$ cat config.mk
export PLATFORM = sky130hd
export DESIGN_NAME = pdua_datapath
export DESIGN_NICKNAME = d
export VERILOG_FILES = /design/src/rtl/pdua_datapath.sv
export SDC_FILE = /design/constraint.sdc
export NUM_CORES = 2
export LEC_CHECK = 0
export ABC_AREA = 0
export BUFFER_PORTS_ARGS = -buffer_cell sky130_fd_sc_hd__buf_2
export CELL_PAD_IN_SITES_DETAIL_PLACEMENT = 2
export CELL_PAD_IN_SITES_GLOBAL_PLACEMENT = 2
export CORE_AREA = 10 10 436 438
export DETAILED_ROUTE_END_ITERATION = 10
export DIE_AREA = 0 0 446 448
export PLACE_DENSITY_LB_ADDON = 0.15
export SETUP_SLACK_MARGIN = 0.5
export SKIP_LAST_GASP = 1
export SLEW_MARGIN = 10
export SYNTH_ARGS = -nofsm -noshare
export SYNTH_HDL_FRONTEND = slang
export SYNTH_SLANG_ARGS = --single-unit
$ cat constraint.sdc
create_clock -name clk -period 5.5 [get_ports clk]
set_input_delay 0.55 -clock clk [delete_from_list [all_inputs] [get_ports clk]]
set_output_delay 0.55 -clock clk [all_outputs]
set_load 0.01 [all_outputs]
$ cat src/rtl/pdua_datapath.sv
// pdua_datapath: 8-bit datapath of the PDUA teaching processor.
// Register bank (PC, SP, DPTR, A, VI, TEMP, CTE1, ACC), ALU with post-shifter and
// registered C/N/P/Z flags, MAR/MDR/IR and an internal RAM addressed by MAR.
// Sequenced cycle-by-cycle by an external control unit.
//
// RAM starts all zeros.
module pdua_datapath #(
   parameter int MAX_WIDTH  = 8,
   parameter int ADDR_WIDTH = 3
) (
   input  logic                  clk,
   input  logic                  rst,
   input  logic                  wr_rdn,
   input  logic                  enaf,
   input  logic [2:0]            selop,
   input  logic [1:0]            shamt,
   output logic                  C,
   output logic                  N,
   output logic                  P,
   output logic                  Z,
   input  logic                  bank_wr_en,
   input  logic [ADDR_WIDTH-1:0] BusB_addr,
   input  logic [ADDR_WIDTH-1:0] BusC_addr,
   input  logic                  sclr,
   input  logic                  ir_en,
   input  logic                  mar_en,
   input  logic                  mdr_en,
   input  logic                  mdr_alu_n,
   output logic [4:0]            out_IR
);

   localparam int NREG  = 2**ADDR_WIDTH;
   localparam int DEPTH = 2**MAX_WIDTH;

   localparam logic [ADDR_WIDTH-1:0] ADDR_CTE1 = ADDR_WIDTH'(6);
   localparam logic [ADDR_WIDTH-1:0] ADDR_ACC  = ADDR_WIDTH'(7);

   localparam logic [2:0] OP_PASS = 3'b000;
   localparam logic [2:0] OP_AND  = 3'b001;
   localparam logic [2:0] OP_OR   = 3'b010;
   localparam logic [2:0] OP_NOTB = 3'b011;
   localparam logic [2:0] OP_ADD  = 3'b100;
   localparam logic [2:0] OP_SUB  = 3'b101;
   localparam logic [2:0] OP_INC  = 3'b110;
   localparam logic [2:0] OP_DEC  = 3'b111;

   localparam logic [1:0] SH_NONE = 2'b00;
   localparam logic [1:0] SH_SHL  = 2'b01;
   localparam logic [1:0] SH_SHR  = 2'b10;
   localparam logic [1:0] SH_ROR  = 2'b11;

   // Architectural state
   logic [MAX_WIDTH-1:0] bank_q [NREG];
   logic [MAX_WIDTH-1:0] bank_d [NREG];
   logic [MAX_WIDTH-1:0] mar_q, mar_d;
   logic [MAX_WIDTH-1:0] mdr_q, mdr_d;
   logic [MAX_WIDTH-1:0] ir_q, ir_d;
   logic                 c_q, c_d;
   logic                 n_q, n_d;
   logic                 p_q, p_d;
   logic                 z_q, z_d;

   // Datapath nets
   logic [MAX_WIDTH-1:0] bus_a;
   logic [MAX_WIDTH-1:0] bus_b;
   logic [MAX_WIDTH-1:0] bus_c;
   logic [MAX_WIDTH:0]   alu_sum;
   logic [MAX_WIDTH-1:0] alu_r;
   logic                 alu_c;
   logic [MAX_WIDTH-1:0] shf_y;
   logic                 shf_c;
   logic [MAX_WIDTH-1:0] ram_rd;
   logic                 ram_we;

   logic [MAX_WIDTH-1:0] ram_q [DEPTH] = '{default: '0};

   // Operand fetch: A is always ACC; CTE1 is a hard-wired constant 1, not storage.
   always_comb begin
      bus_a = bank_q[ADDR_ACC];
      if (BusB_addr == ADDR_CTE1) begin
         bus_b = MAX_WIDTH'(1);
      end else begin
         bus_b = bank_q[BusB_addr];
      end
   end

   // ALU: arithmetic ops share one (MAX_WIDTH+1)-bit adder so the carry is its top bit.
   always_comb begin
      alu_sum = '0;
      alu_r   = '0;
      alu_c   = 1'b0;
      case (selop)
         OP_PASS: alu_r = bus_b;
         OP_AND:  alu_r = bus_a & bus_b;
         OP_OR:   alu_r = bus_a | bus_b;
         OP_NOTB: alu_r = ~bus_b;
         OP_ADD:  alu_sum = {1'b0, bus_a} + {1'b0, bus_b};
         OP_SUB:  alu_sum = {1'b0, bus_a} + {1'b0, ~bus_b} + (MAX_WIDTH+1)'(1);
         OP_INC:  alu_sum = {1'b0, bus_b} + (MAX_WIDTH+1)'(1);
         OP_DEC:  alu_sum = {1'b0, bus_b} + {1'b0, {MAX_WIDTH{1'b1}}};
         default: alu_r = bus_b;
      endcase
      // Adding all-ones for B-1 yields carry = (B != 0) for free.
      if (selop[2]) begin
         alu_r = alu_sum[MAX_WIDTH-1:0];
         alu_c = alu_sum[MAX_WIDTH];
      end
   end

   // Post-shifter: any real shift replaces the ALU carry with the bit shifted out.
   always_comb begin
      shf_y = alu_r;
      shf_c = alu_c;
      case (shamt)
         SH_NONE: begin
            shf_y = alu_r;
            shf_c = alu_c;
         end
         SH_SHL: begin
            shf_y = {alu_r[MAX_WIDTH-2:0], 1'b0};
            shf_c = alu_r[MAX_WIDTH-1];
         end
         SH_SHR: begin
            shf_y = {1'b0, alu_r[MAX_WIDTH-1:1]};
            shf_c = alu_r[0];
         end
         SH_ROR: begin
            shf_y = {alu_r[0], alu_r[MAX_WIDTH-1:1]};
            shf_c = alu_r[0];
         end
         default: begin
            shf_y = alu_r;
            shf_c = alu_c;
         end
      endcase
   end

   // BusC source select and asynchronous RAM read port.
   always_comb begin
      bus_c  = mdr_alu_n ? mdr_q : shf_y;
      ram_rd = ram_q[mar_q];
   end

   // Bank write-back; CTE1 slot is never written.
   always_comb begin
      bank_d = bank_q;
      if (bank_wr_en && (BusC_addr != ADDR_CTE1)) begin
         bank_d[BusC_addr] = bus_c;
      end
   end

   // MAR/MDR/IR/flags next state; sclr overrides every load enable.
   always_comb begin
      mar_d = mar_q;
      mdr_d = mdr_q;
      ir_d  = ir_q;
      c_d   = c_q;
      n_d   = n_q;
      p_d   = p_q;
      z_d   = z_q;
      if (sclr) begin
         mar_d = '0;
         mdr_d = '0;
         ir_d  = '0;
         c_d   = 1'b0;
         n_d   = 1'b0;
         p_d   = 1'b0;
         z_d   = 1'b0;
      end else begin
         if (mar_en) begin
            mar_d = shf_y;
         end
         if (mdr_en) begin
            mdr_d = wr_rdn ? shf_y : ram_rd;
         end
         if (ir_en) begin
            ir_d = mdr_q;
         end
         if (enaf) begin
            c_d = shf_c;
            n_d = shf_y[MAX_WIDTH-1];
            z_d = (shf_y == '0);
            p_d = ^shf_y;
         end
      end
   end

   // Register update with synchronous active-low reset taking priority over everything.
   always_ff @(posedge clk) begin
      if (!rst) begin
         for (int i = 0; i < NREG; i++) begin
            bank_q[i] <= '0;
         end
         mar_q <= '0;
         mdr_q <= '0;
         ir_q  <= '0;
         c_q   <= 1'b0;
         n_q   <= 1'b0;
         p_q   <= 1'b0;
         z_q   <= 1'b0;
      end else begin
         bank_q <= bank_d;
         mar_q  <= mar_d;
         mdr_q  <= mdr_d;
         ir_q   <= ir_d;
         c_q    <= c_d;
         n_q    <= n_d;
         p_q    <= p_d;
         z_q    <= z_d;
      end
   end

   // RAM store uses pre-edge MAR/MDR; a cycle in reset never stores.
   assign ram_we = rst & wr_rdn & ~mdr_en;

   // RAM write port (contents are not reset).
   always_ff @(posedge clk) begin
      if (ram_we) begin
         ram_q[mar_q] <= mdr_q;
      end
   end

   assign C      = c_q;
   assign N      = n_q;
   assign P      = p_q;
   assign Z      = z_q;
   assign out_IR = ir_q[MAX_WIDTH-1 -: 5];

endmodule

==> flow_summary_export.csv <==
group,metric,value,unit
yosys,synthArstFlopShare,0,
hold_path,min_path_type,"in2reg",
place,dp_hpwl,169000,microns
layout,post-route-cell-area,95500,sq um
run,cap_violations,0,
drt,firstDrtPassIters,6,
yosys,synth_area_leaders,"edfxtp_1, mux4_2, dfxtp_1",
place,place.port_buffers,29,
clock_network,cts_made_buffers,217,
worst_setup_path,critPathMaxFanout,4,
global_route,grt_usage,0.292,
worst_setup_path,crit_buf_inv,1,
worst_setup_path,crit_arrival,5430,ps
drt,drc,0,
pwr,totalPowerFinal,35.2,mW
worst_setup_path,crit_type,"reg2reg",
layout,final_common_cell,"edfxtp_1",
timing,fin_setup_tns,0,ps
die,fp-row-count,157,
timing,maxSlewHeadroom,0.104,
worst_setup_path,critical_path_required,6280,ps
timing,period_needed,4650,ps
worst_setup_path,crit_family,"compound AO/OA/AOI/OAI gates",
global_route,antenna_found_initial,11,
yosys,netlist_instances,4245,
yosys,syn-num-nets,4304,
die,die_area,200000,sq um
yosys,ys_types,82,
yosys,ys_ff_latch,2137,
die,start_util,0.467,
drt,ant_nets,0,
clock_network,cts_tree,"built",
drt,vias,46000,
pwr,p_leak,29.7,nW
timing,final.setup_skew,65.6,ps
drt,viasPerCell,6.59,
clock_network,clock_latency,930,ps
layout,multi_input_area,20200,sq um
pwr,p_per_area,369,nW/um^2
layout,drive_above_1_share,0.246,
die,fp.dieH,448,microns
clock_network,cts_buffer_depth,3,
drt,avgRoutedWirePerCell,41.6,microns
worst_setup_path,path_cells,"mux2_2, a22o_1, or2_2, ha_1, fa_1, nor3_1, o31ai_1, or3b_2, a21oi_1, or3_1, a221o_1, inv_1, ha_1, xnor2_1, xnor2_1, a211oi_1",
timing,setup-violations-final,0,
yosys,seq_area_frac_synth,0.746,
drt,drt_iter0_drc,5484,
clock_network,path_clk_slew,70,ps
clock_network,cts_root_buf,"clkbuf_16",
timing,hold_violations,0,
layout,fill_cells,15400,
layout,nets,4463,
clock_network,clock-sinks,2137,
yosys,synth_edf_count,2048,
yosys,ys_warn_count,0,
yosys,syn_avg_cell_area,20.0,sq um
pwr,ir_worst_vdd,0.000286,V
layout,layout_common_cells,"edfxtp_1, mux4_2, nor2_1",
die,coreArea,182000,sq um
timing,rsz0062_at_grt,"false",
worst_setup_path,setup.worst_path.start_class,"flip-flop",
yosys,synthDominantCellAreaShare,0.725,
layout,regArea,63300,sq um
worst_setup_path,end_kind,"flip-flop",
timing,max_clock_freq,215,MHz
global_route,grt_pass1_vias,49300,
place,placed_area,88300,sq um
worst_setup_path,cp_slowest_stage_delay,470,ps
timing,finalMaxSlewViolations,0,
global_route,grt_pass1_wl,414000,microns
drt,wirelength,290000,microns
outcome,status,"complete, no violations",
worst_setup_path,slowest_stage,"or3b_2",
clock_network,post_cts_buffers,0,
yosys,syn_area,84800,sq um
global_route,overflow,0,
layout,syn_to_final_growth,12.5,%
yosys,ys.flop_type,"edfxtp_1",
yosys,synth_top_cell_by_area,"edfxtp_1",
clock_network,cts_max_level,4,
die,fp.dieW,446,microns
place,place_congestion,0.794,
timing,worst_pin_slew,1340,ps
timing,min_period_over_period,0.846,
die,pin_count,30,
global_route,grt_start_max_net_pins,207,
final cells by class:
class	instances	area share
diodes	6	0.000157
clock inverters	143	0.0158
multi-input cells	1817	0.211
flip-flops and latches	2137	0.663
clock buffers	263	0.0587
inverters	44	0.00173
repair buffers	187	0.0175
well taps	2385	0.0313
synthesized netlist by cell type, types with 8 or more instances:
cell type	number
edfxtp_1	2048
mux4_2	566
nor2_1	337
nand2_1	174
clkbuf_1	106
dfxtp_1	89
mux2i_1	89
o21ai_0	69
a21oi_1	68
nand3_1	66
buf_2	57
buf_4	42
inv_1	41
ha_1	36
a211oi_1	27
a22oi_1	27
a31oi_1	27
buf_1	27
nor2b_1	26
o211ai_1	26
nor3_1	22
nand2b_1	19
mux2_2	16
and2_1	15
buf_6	15
a22o_1	14
a221oi_1	12
o21ai_1	12
o22ai_1	12
nand4_1	11
nor4_1	10
a2111oi_0	9
a21o_1	9
o31ai_1	9
nand3b_1	8
path summary, 6_finish.rpt:
path                           startpoint                      end  slack, ps  depth (start not counted)
setup / recovery  bank_q[32]$_SDFFE_PN0P_           P$_SDFFE_PP0P_        850                         16
hold / removal                     mar_en                flip-flop        100                          3
setup reg to reg  bank_q[32]$_SDFFE_PN0P_           P$_SDFFE_PP0P_        850                         16
hold reg to reg   bank_q[48]$_SDFFE_PN0P_  bank_q[48]$_SDFFE_PN0P_        470                          2
sequential cells by signal, indices dropped and copies added, names as in the netlist, named ones only:
name,flops
C,1
N,1
P,1
Z,1
bank_q,48
bus_a,8
ir_q,5
mar_q,8
mdr_q,8
ram_q,2048
report_power, final:
group / internal (mW) / switching, mW / total (mW)
registers: 17.8 / 0.131 / 18.0
logic: 0.602 / 1.15 / 1.75
clock network: 8.44 / 7.04 / 15.5
per-layer routing:
metal,up-vias,track usage,share of wire
met5,-,0,0.000093
met4,4,0.130,0.051
met3,636,0.0512,0.071
met2,2370,0.482,0.49
met1,25200,0.380,0.38
li1,17800,-,-
worst reg2reg max path, cell delays in order, from the launching register on:
cell and delay [ps]:
dfxtp_1 310, mux2_2 270, a22o_1 270, or2_2 360, ha_1 250, fa_1 450, nor3_1 250, o31ai_1 180
or3b_2 470, a21oi_1 300, or3_1 180, a221o_1 320, inv_1 110, ha_1 300, xnor2_1 220, xnor2_1 110
a211oi_1 220
metrics by stage:
step | hold WS [ps] | util | std cells | setup slack (ps)
2_1_floorplan | 434 | - | 4245 | 821
3_3_place_gp | 446 | 0.486 | 6566 | 340
3_5_place_dp | 460 | 0.486 | 6566 | 314
4_1_cts | 32.0 | 0.525 | 6974 | 822
5_1_grt | 115 | 0.525 | 6977 | 574
6_report | 101 | 0.525 | 6982 | 846
cell families after synthesis:
logic type,count (synthesis),synth area share
xor gates and xnor gates,7,0.000723
DFF,2137,0.746
adders and majority gates,38,0.00578
muxes,673,0.163
AOI/OAI and AO/OA,379,0.0302
and+or+nand+nor,720,0.0373
buffers and inverters,291,0.0169
repair_timing:
| item | CTS | global route |
|---|---|---|
| resized for setup | 0 | 1 |
| hold buffers | 2 | 0 |
| endpoints found under the hold margin | 6 | 0 |
| endpoints found under the setup margin | 0 | 1 |
(Power assumes the default switching activity.)
